--- config.mk ---
export PLATFORM = sky130hd
export DESIGN_NAME = backward_registered_skid
export DESIGN_NICKNAME = d
export VERILOG_FILES = /design/src/rtl/backward_registered_skid_pkg.sv /design/src/rtl/frame_beat_counter.sv /design/src/rtl/backward_registered_skid.sv
export SDC_FILE = /design/constraint.sdc
export NUM_CORES = 1
export LEC_CHECK = 0
export CAP_MARGIN = 10
export CORE_MARGIN = 2
export CORE_UTILIZATION = 40
export CTS_CLUSTER_SIZE = 25
export DETAILED_ROUTE_END_ITERATION = 12
export HOLD_SLACK_MARGIN = 0.08
export PLACE_DENSITY_LB_ADDON = 0.08
export SYNTH_ARGS = -nofsm -noshare
export SYNTH_HDL_FRONTEND = slang
export SYNTH_SLANG_ARGS = --single-unit
export TNS_END_PERCENT = 1
--- constraint.sdc ---
create_clock -name clk -period 2.1 [get_ports clk]
set_clock_uncertainty 0.1 [all_clocks]
set_input_delay 0.42 -clock clk [delete_from_list [all_inputs] [get_ports clk]]
set_output_delay 0.42 -clock clk [all_outputs]
set_load 0.005 [all_outputs]
--- src/rtl/backward_registered_skid_pkg.sv ---
// Shared pipeline definitions: skid stage state encodings and a width helper
// used by the beat counters along the pipeline.
package backward_registered_skid_pkg;

    typedef enum logic [1:0] {
        ST_EMPTY = 2'd0,
        ST_BUSY  = 2'd1,
        ST_FULL  = 2'd2
    } skid_state_t;

    // Bits needed to count 0..value-1; matches $clog2 for value >= 2.
    function automatic int clog2(input int value);
        int bits;
        int rem;
        bits = 0;
        rem  = value - 1;
        while (rem > 0) begin
            bits = bits + 1;
            rem  = rem >> 1;
        end
        return bits;
    endfunction

endpackage

--- src/rtl/frame_beat_counter.sv ---
// Counts accepted beats within a frame of DEPTH beats, flags the final beat
// and pulses frameDone_o on the cycle after that final beat is accepted.
module frame_beat_counter
    import backward_registered_skid_pkg::*;
#(
    parameter int DEPTH = 256,
    parameter int CNT_W = clog2(DEPTH)
) (
    input  logic             clk,
    input  logic             s_rst,
    input  logic             dstValid_i,
    input  logic             dstTake_i,
    output logic [CNT_W-1:0] beatCnt_o,
    output logic             last_o,
    output logic             frameDone_o
);

    localparam logic [CNT_W-1:0] LAST_BEAT = CNT_W'(DEPTH - 1);

    logic [CNT_W-1:0] beatCntQ, beatCntD;
    logic             frameDoneQ, frameDoneD;

    always_comb begin
        beatCntD   = beatCntQ;
        frameDoneD = 1'b0;
        if (dstTake_i) begin
            if (beatCntQ == LAST_BEAT) begin
                beatCntD   = '0;
                frameDoneD = 1'b1;
            end else begin
                beatCntD = beatCntQ + CNT_W'(1);
            end
        end
    end

    always_ff @(posedge clk) begin
        if (s_rst) begin
            beatCntQ   <= '0;
            frameDoneQ <= 1'b0;
        end else begin
            beatCntQ   <= beatCntD;
            frameDoneQ <= frameDoneD;
        end
    end

    assign beatCnt_o   = beatCntQ;
    assign last_o      = dstValid_i & (beatCntQ == LAST_BEAT);
    assign frameDone_o = frameDoneQ;

endmodule

--- src/rtl/backward_registered_skid.sv ---
// Valid/ready stage that registers the ready path with a one-entry skid
// register, plus frame beat counting for the downstream consumer.
module backward_registered_skid
    import backward_registered_skid_pkg::*;
#(
    parameter int WIDTH = 8,
    parameter int DEPTH = 256,
    parameter int CNT_W = clog2(DEPTH)
) (
    input  logic             clk,
    input  logic             s_rst,
    input  logic             src_valid,
    input  logic [WIDTH-1:0] src_data_in,
    output logic             src_ready,
    output logic             dst_valid,
    output logic [WIDTH-1:0] dst_data_out,
    output logic             dst_last,
    input  logic             dst_ready,
    output logic [CNT_W-1:0] beat_cnt,
    output logic             frame_done
);

    skid_state_t      stateQ, stateD;
    logic [WIDTH-1:0] outQ, outD;
    logic [WIDTH-1:0] skidQ, skidD;
    logic             srcReadyQ, srcReadyD;
    logic             dstValidQ, dstValidD;
    logic             srcTake;
    logic             dstTake;

    assign srcTake = src_valid & srcReadyQ;
    assign dstTake = dstValidQ & dst_ready;

    always_comb begin
        stateD = stateQ;
        outD   = outQ;
        skidD  = skidQ;
        case (stateQ)
            ST_EMPTY: begin
                if (srcTake) begin
                    outD   = src_data_in;
                    stateD = ST_BUSY;
                end
            end
            ST_BUSY: begin
                if (srcTake && dstTake) begin
                    outD = src_data_in;
                end else if (srcTake) begin
                    skidD  = src_data_in;
                    stateD = ST_FULL;
                end else if (dstTake) begin
                    stateD = ST_EMPTY;
                end
            end
            ST_FULL: begin
                // Upstream is stalled here, so only the skid entry can move.
                if (dstTake) begin
                    outD   = skidQ;
                    stateD = ST_BUSY;
                end
            end
            default: begin
                stateD = ST_EMPTY;
            end
        endcase
        srcReadyD = (stateD != ST_FULL);
        dstValidD = (stateD != ST_EMPTY);
    end

    always_ff @(posedge clk) begin
        if (s_rst) begin
            stateQ    <= ST_EMPTY;
            outQ      <= '0;
            skidQ     <= '0;
            srcReadyQ <= 1'b0;
            dstValidQ <= 1'b0;
        end else begin
            stateQ    <= stateD;
            outQ      <= outD;
            skidQ     <= skidD;
            srcReadyQ <= srcReadyD;
            dstValidQ <= dstValidD;
        end
    end

    assign src_ready    = srcReadyQ;
    assign dst_valid    = dstValidQ;
    assign dst_data_out = outQ;

    frame_beat_counter #(
        .DEPTH (DEPTH),
        .CNT_W (CNT_W)
    ) u_frame_beat_counter (
        .clk         (clk),
        .s_rst       (s_rst),
        .dstValid_i  (dstValidQ),
        .dstTake_i   (dstTake),
        .beatCnt_o   (beat_cnt),
        .last_o      (dst_last),
        .frameDone_o (frame_done)
    );

endmodule

==> impl_metrics.yaml <==
status:
  outcome: "finished clean"
routing:
  drtIter0Drc: 85
  wl_per_cell_um: 14.0
  postRouteAntennaNets: 0
  drc: 0
  vias: 1369
  routed_wl_mm: 3.36
  drtPass1Iterations: 5
  vias_per_cell: 5.70
clocking:
  clkLatencyLatePin_ns: 0.33
  clkSlewWorstSetupHoldPaths_ns: 0.09
  clock_sinks: 29
  cts_tree: "done"
  cts_buffers: 5
  cts_buffer_depth: 2
  h-tree-depth: 2
  cts-root-buf: "clkbuf_4"
  ctsHoldBuffers: 0
placement:
  finalWeightedCongestion: 0.806
  dp_hpwl_mm: 2.43
  postPlaceCellArea_um2: 1720
  io_buffers: 31
sta:
  setup_viol_count_final: 0
  slew_headroom: 0.629
  worst_pin_slew_ns: 0.555
  finalCritPeriodShare: 0.879
  rsz0062_at_grt: "false"
  layout_min_cycle_time_ns: 1.85
  setup_tns_ns: 0
  hold_viol: 0
  slew_violations: 0
  fmax_mhz: 542
final_layout:
  nNetsFinal: 206
  drive_above_1_share: 0.139
  n_antenna_cell: 0
  postLayoutCoreUtil: 0.553
  finalInstanceArea_um2: 1830
  area_growth_pct: 33.6
setup_path:
  worstPathMaxFanout: 7
  endpoint_kind: "primary output"
  start_kind: "flip-flop"
  cp_data_arrival_time_ns: 1.33
  cpPeakStageDelay_ns: 0.55
  critPathSlowestCell: "clkdlybuf4s50_1"
  worstPathCellList: "clkdlybuf4s50_1"
  critical_path_buf_inv_count: 1
  path_delay_family: "buffers and inverters"
  critPathKind: "reg -> out"
  crit_required_ns: 1.58
floorplanning:
  dieArea_um2: 3910
  die_w_um: 62.5
  coreArea_um2: 3310
  placement_rows: 21
  initial_core_util: 0.414
  ios: 32
  fp.dieH_um: 62.5
global_route:
  overflow: 0
  grt_use_total: 0.178
  grt_pass1_vias: 1196
  antenna_found_initial: 0
  grt_pass1_wl_mm: 5.45
  grt_start_max_net_pins: 14
synth:
  yosysTopAreaCell: "dfxtp_1"
  yosys_warnings: 0
  synth.cell_area_um2: 1370
  ys_ff_latch: 29
  synth_top_area_share: 0.424
  synth.area.top_cells: "dfxtp_1, nand2_1, a21oi_1, a2111oi_0, a311oi_1"
  syn_area_per_cell_um2: 8.84
  synth_nets: 168
  synthCells: 155
  ys_types: 38
  synth_seq_area_share: 0.424
power_and_ir_drop:
  powerDensity_nw_per_um2: 693
  p_leak_nw: 0.645
  finalPower_mw: 1.27
  vdd_ir_drop_max_mv: 0.475
run:
  drv_cap: 0
min_path:
  hold_path.class: "reg -> reg"
-- sequential cells by signal (all words and copies together), names as in the netlist --
register / flops
dst_data_out: 8
dst_valid: 1
skidQ: 8
src_ready: 1
stateQ: 2
u_frame_beat_counter.beatCnt_o: 8
u_frame_beat_counter.frameDone_o: 1
-- path summary, 6_finish.rpt --
check,start,end,slack (ns),cells past startpoint
setup / recovery,u_frame_beat_counter.beatCnt_o[7]$_SDFFE_PP0P_,beat_cnt[7],0.25,1
setup reg to reg,dst_valid$_SDFF_PP0_,dst_data_out[3]$_SDFFE_PP0P_,0.49,4
hold / removal,u_frame_beat_counter.beatCnt_o[1]$_SDFFE_PP0P_,u_frame_beat_counter.beatCnt_o[1]$_SDFFE_PP0P_,0.38,2
hold reg to reg,u_frame_beat_counter.beatCnt_o[1]$_SDFFE_PP0P_,u_frame_beat_counter.beatCnt_o[1]$_SDFFE_PP0P_,0.38,2
-- cells in the mapped netlist --
master / instances
a2111oi_0: 8
a211o_4: 1
a21bo_2: 1
a21boi_2: 1
a21o_1: 1
a21oi_1: 15
a22oi_1: 1
a311oi_1: 8
a31oi_1: 1
a41o_1: 1
and3_1: 1
and3b_2: 1
and4_1: 1
and4_4: 1
and4b_1: 1
and4bb_1: 1
buf_1: 2
buf_6: 5
clkbuf_1: 4
dfxtp_1: 29
ha_1: 1
inv_1: 2
nand2_1: 23
nand3_1: 12
nand3b_1: 1
nand4_1: 2
nor2_1: 4
nor2b_1: 2
nor4b_1: 1
o211ai_1: 1
o21ai_0: 11
o21bai_1: 1
o31ai_1: 2
or2b_1: 1
or3_1: 3
or4_1: 2
xnor2_1: 1
xor2_1: 1
-- routing by layer --
metal  up-vias  routed length (µm)  global-route usage
li1        666                   -                   -
met1       623                1520               0.225
met2        74                1480               0.274
met3         6                 308              0.0613
met4         0                  55              0.0806
met5         -                   0                   0
-- area by class of cell --
class                           instances  area (µm²)
Clock inverter                          1        30.0
Inverter                                2        7.51
Timing Repair Buffer                   42         392
Tap cell                               46        57.6
Sequential cell                        29         586
Fill cell                             301        1480
Multi-Input combinational cell        113         703
Clock buffer                            7        55.1
-- cells in the final DEF, fill, tap and decap left out, drive strengths merged, types with 2 or more instances in the layout --
| cell type | count |
|---|---|
| a21oi | 15 |
| inv | 2 |
| o31ai | 2 |
| or3 | 3 |
| or4 | 2 |
| o21ai | 11 |
| a2111oi | 8 |
| and4 | 2 |
| dfxtp | 29 |
| a311oi | 8 |
| nand2 | 23 |
| clkdlybuf4s50 | 30 |
| buf | 11 |
| clkbuf | 7 |
| nor2 | 4 |
| nand3 | 12 |
| nor2b | 2 |
| nand4 | 2 |
-- cell families after synthesis --
| kind of cell | after synthesis | share of synthesized area |
|---|---|---|
| flip-flops | 29 | 0.424 |
| XOR/XNOR | 2 | 0.0128 |
| buffers and inverters | 13 | 0.0630 |
| AND/OR/NAND/NOR | 57 | 0.221 |
| AO/OA/AOI/OAI | 53 | 0.270 |
| adder cells (fa/ha/maj) | 1 | 0.00913 |
-- stage by stage --
| step | hold WS (ns) | worst slack (ns) | instances |
|---|---|---|---|
| after detailed placement | 0.367 | -0.0350 | 229 |
| after floorplan | 0.354 | 0.532 | 155 |
| final | 0.381 | 0.254 | 240 |
| after global placement | 0.362 | 0.0201 | 229 |
| after CTS | 0.380 | 0.247 | 240 |
| after global routing | 0.409 | 0.163 | 240 |
-- timing repair --
action                     CTS  global route
gates resized for setup      5             0
setup buffers                3             0
setup endpoints to repair    1             0
hold endpoints to repair     0             0
-- report_power, final --
group          switching (mW)  internal [mW]
Combinational          0.0876          0.104
Sequential             0.0214          0.578
Clock                   0.193          0.284
Note: power is estimated with default switching activity, not from simulation.
==> patch 1 (same flow settings) <==
Encoding of `skid_state_t`: now one-hot (3 bits for 3 states).
--- a/src/rtl/backward_registered_skid_pkg.sv
+++ b/src/rtl/backward_registered_skid_pkg.sv
@@ -3,8 +3,8 @@
 package backward_registered_skid_pkg;
 
-    typedef enum logic [1:0] {
-        ST_EMPTY = 2'd0,
-        ST_BUSY  = 2'd1,
-        ST_FULL  = 2'd2
+    typedef enum logic [2:0] {
+        ST_EMPTY = 3'b001,
+        ST_BUSY  = 3'b010,
+        ST_FULL  = 3'b100
     } skid_state_t;
 
Function: same outputs for any inputs over 10 cycles, from zero or initial values and one cycle with s_rst high; not proved beyond that.
==> patch 1 against the unedited design <==
Worst setup slack lost 0.058 ns. Cell count shrank 0.83%. Sequential cell count up 1. Utilization is 1.7 points higher. Worst hold slack improved by 0.021 ns. Power shrank 18%. Wire length decreased by 0.77%. Synthesized cell count shrank 5.8%. Synthesized area is 1.8% higher. Sequential power shrank 0.7%. Cell area grew 3.9%. Critical path depth increased by 3. Largest cell class unchanged. Highest routed layer unchanged. Register-to-register slack got worse by 0.12 ns.
==> patch 1: results (changes against the unedited design) <==
[yosys]
syn_nets = 159  ; -5.4%
yosys.area_share.xor_xnor_pct = 4.395  ; +3.1 points
synth_common_cells = dfxtp_1 (30), nor3_1 (20), nor2_1 (17)
synth_area_leaders = dfxtp_1 (43%), a221oi_2 (8.6%), nor3_1 (7.2%)
ys_seq_area_share_pct = 43.05  ; +0.67 points
synthArstFlopShare_pct = 0  ; unchanged
synth_adder_area_share_pct = 0.8969  ; -0.016 points
muxShareOfSynthArea_pct = 5.740  ; +5.7 points
synth_compound_area_share_pct = 14.26  ; -13 points
ys_types = 31  ; -18%
synthCells = 146  ; -5.8%

[global_routing]
grt_pass1_wl_microns = 5623  ; +3.2%
grt_max_degree = 18  ; +4
grt_pass1_vias = 1181  ; -1.3%
track_usage_pct = 18.27  ; +0.43 points

[placed_design]
dp_hpwl_microns = 2309  ; -4.8%
dpl_cell_area_sq_mm = 0.001810  ; +5.3%
place_ws_ns = -0.03776  ; -0.002771 ns
gp_congestion = 0.8438  ; +4.7%

[worst_setup_path]
crit_slowest_cell = dfxtp_2
slowest_delay_ns = 0.39  ; -0.16 ns
crit_fanout = 4  ; -3
reg2regPathDepth = 5  ; +1
worstPathArrival_ns = 1.38  ; +0.05 ns
worst-r2r-setup-slack_ns = 0.37  ; -0.12 ns

[detailed_routing]
drt-initial-drc-count = 55  ; -35%
first_pass_iters = 4  ; -1
postRouteWirelength_microns = 3335  ; -0.77%
vias = 1251  ; -8.6%

[final_layout]
drive_gt1_share_pct = 18.75  ; +4.8 points
fin_nets = 205  ; -0.49%
finalNonFillerCells = 238  ; -0.83%

[run_status]
status = finished, final reports clean

[pwr]
p_leak_nw = 0.7424  ; +15%
ir_worst_vdd_mv = 0.3515  ; -26%

-- patch 1: path summary, 6_finish.rpt --
path / endpoint / start
setup / recovery: dst_last / u_frame_beat_counter.beatCnt_o[1]$_SDFFE_PP0P_
hold / removal: u_frame_beat_counter.beatCnt_o[1]$_SDFFE_PP0P_ / u_frame_beat_counter.beatCnt_o[1]$_SDFFE_PP0P_
hold reg to reg: u_frame_beat_counter.beatCnt_o[1]$_SDFFE_PP0P_ / u_frame_beat_counter.beatCnt_o[1]$_SDFFE_PP0P_
setup reg to reg: dst_data_out[1]$_SDFFE_PP0P_ / stateQ[1]$_SDFF_PP0_
-- patch 1: repair_timing --
item	CTS	global route
gates resized for setup	6	0
setup endpoints to repair	1	0
buffers inserted	4	0
-- patch 1: final cells by class --
class | count | area, sq um
fill | 327 | 1435
timing repair buffer | 47 | 429.2
tap | 46 | 57.56
clock buffer | 7 | 45.04
sequential | 30 | 605.6
multi-input combinational | 108 | 764.5
-- patch 1: tightest hold or removal path: stages (launching register included) --
cell     delay (ns)
dfxtp_2        0.36
nand2_1        0.06
a21oi_1        0.05
-- patch 1: routing by layer --
metal / part of all wire (%) / global-route usage, %
met1: 48 / 24.05
met2: 44 / 27.26
met3: 5.5 / 5.714
met4: 2.1 / 8.333
met5: 0 / 0
-- patch 1: report_power, final --
group          switching [mW]  internal [mW]
Clock                   0.192          0.126
Sequential             0.0133          0.583
Combinational          0.0523         0.0759
Total                   0.257          0.785
-- patch 1: kinds of logic (layout without fill, tap and decap cells) --
logic type                 count (synthesis)  count (layout)
buffers and inverters                      8              54
DFF                                       30              30
AOI/OAI and AO/OA                         20              20
muxes                                      8               8
and+or+nand+nor                           72              72
xor gates and xnor gates                   7               7
adders and majority gates                  1               1
-- patch 1: metrics by stage --
stage,hold slack (ns),TNS (ns),power [mW],utilization (%)
final,0.4022,0,1.042,56.99
after global routing,0.4297,0,1.099,56.99
after CTS,0.4001,0,1.051,56.99
after detailed placement,0.3909,-0.1912,0.7365,54.26
after global placement,0.3790,0,0.7345,54.26
after floorplan,0.3814,0,0.6665,-
==> patch 2 (same settings) <==
Without the edit above. `DEPTH` is set to 256 in 2 places; all go to 128.
--- a/src/rtl/frame_beat_counter.sv
+++ b/src/rtl/frame_beat_counter.sv
@@ -4,5 +4,5 @@
     import backward_registered_skid_pkg::*;
 #(
-    parameter int DEPTH = 256,
+    parameter int DEPTH = 128,
     parameter int CNT_W = clog2(DEPTH)
 ) (
--- a/src/rtl/backward_registered_skid.sv
+++ b/src/rtl/backward_registered_skid.sv
@@ -5,5 +5,5 @@
 #(
     parameter int WIDTH = 8,
-    parameter int DEPTH = 256,
+    parameter int DEPTH = 128,
     parameter int CNT_W = clog2(DEPTH)
 ) (
Ports: changed (resized beat_cnt); port bits go from 32 to 31. The function was not compared with the original's and may differ.
==> patch 2 against the unedited design <==
Worst setup slack lost 0.081 ns. Global-route usage grew 0.71 points. Cell area shrank 7.4%. Power shrank 19%. Wire length shrank 9.5%. Sequential cell count shrank 1. Synthesized area shrank 7.1%. Non-clock buffer count shrank 2. Critical endpoint is now dst_last. Largest power group unchanged. Highest routed layer unchanged.
==> patch 2: results (changes against the unedited design) <==
[run_status]
status = finished, final reports clean

[detailed_routing]
met2_length_microns = 1344  ; -9.1%
vias = 1189  ; -13%
wl_met3_microns = 135  ; -56%
wl_met1_microns = 1540  ; +1.5%
drt-initial-drc-count = 62  ; -27%

[yosys]
synth_area_leaders = dfxtp_1 (44%), a211oi_1 (9.4%), mux2i_1 (7.1%)
yosys.area_share.xor_xnor_pct = 0.6883  ; -0.59 points
synth_adder_area_share_pct = 0.9833  ; +0.070 points
ys_seq_area_share_pct = 44.05  ; +1.7 points
muxShareOfSynthArea_pct = 7.080  ; +7.1 points
ys_types = 39  ; +2.6%
syn_nets = 152  ; -9.5%

[worst_setup_path]
worst-r2r-setup-slack_ns = 0.51  ; +0.02 ns
worstPathArrival_ns = 1.41  ; +0.08 ns
cp-startpoint = u_frame_beat_counter.beatCnt_o[1]$_SDFFE_PP0P_
endpoint = dst_last
crit_fanout = 6  ; -1

[cts]
cts.clk_slew.worst_paths_ns = 0.14  ; +0.05 ns
cts_buffers = 3  ; -2
htreeDepth = 1  ; -1

[final_layout]
fin_nets = 187  ; -9.2%
nFillCells = 289  ; -4.0%

[placed_design]
port_buffers = 30  ; -3.2%
dp_hpwl_microns = 2126  ; -12%
dpl_cell_area_sq_mm = 0.001642  ; -4.5%
dp.cells = 212  ; -7.4%

[global_routing]
grt_max_degree = 28  ; +14
grtUsageMet3_pct = 4.051  ; -2.1 points
grt_pass1_vias = 1048  ; -12%
met2_usage_pct = 26.55  ; -0.87 points
track_usage_pct = 18.56  ; +0.71 points

[timing]
tightest_slew_ns = 0.4628  ; -0.09210 ns
fmax_ghz = 0.5189  ; -4.2%
timing.hold.ws_ns = 0.3856  ; +0.004169 ns

[pwr]
ir_worst_vdd_mv = 0.5170  ; +8.9%
comb-power_mw = 0.199  ; +4%
p_int_mw = 0.7687  ; -20%
powerDensity_mw_per_mm2 = 608.3  ; -12%

[hold_path]
min_to = skidQ[2]$_SDFFE_PP0P_
hold_start = skidQ[2]$_SDFFE_PP0P_

## patch 2: changes by cell type in the layout (fill, tap and decap cells not counted), sizes merged, moves of 2 or more
cell / delta
a211oi: +16
mux2i: +9
nand2: -15
and4: -2
a2111oi: -8
nor2: -3
nor2b: -2
clkbuf: -3
a311oi: -7
o31ai: -2
## patch 2: area by class of cell
class | instances | area (sq um) | share of cell area (%)
clock buffer | 4 | 36.28 | 2.140
inverter | 3 | 11.26 | 0.6642
multi-input combinational | 98 | 649.4 | 38.30
sequential | 28 | 569.3 | 33.58
tap | 44 | 55.05 | 3.247
timing repair buffer | 40 | 374.1 | 22.07
## patch 2: what timing repair did
| item | in CTS | in global routing |
|---|---|---|
| resized for setup | 7 | 0 |
| setup buffers | 1 | 0 |
| setup endpoints to repair | 1 | 0 |
## patch 2: worst max-delay path, stage by stage (launching register included)
cell and delay [ns]:
dfxtp_4 0.40, ha_1 0.19, nand2_2 0.11, nor3_1 0.14
dlygate4sd2_1 0.25
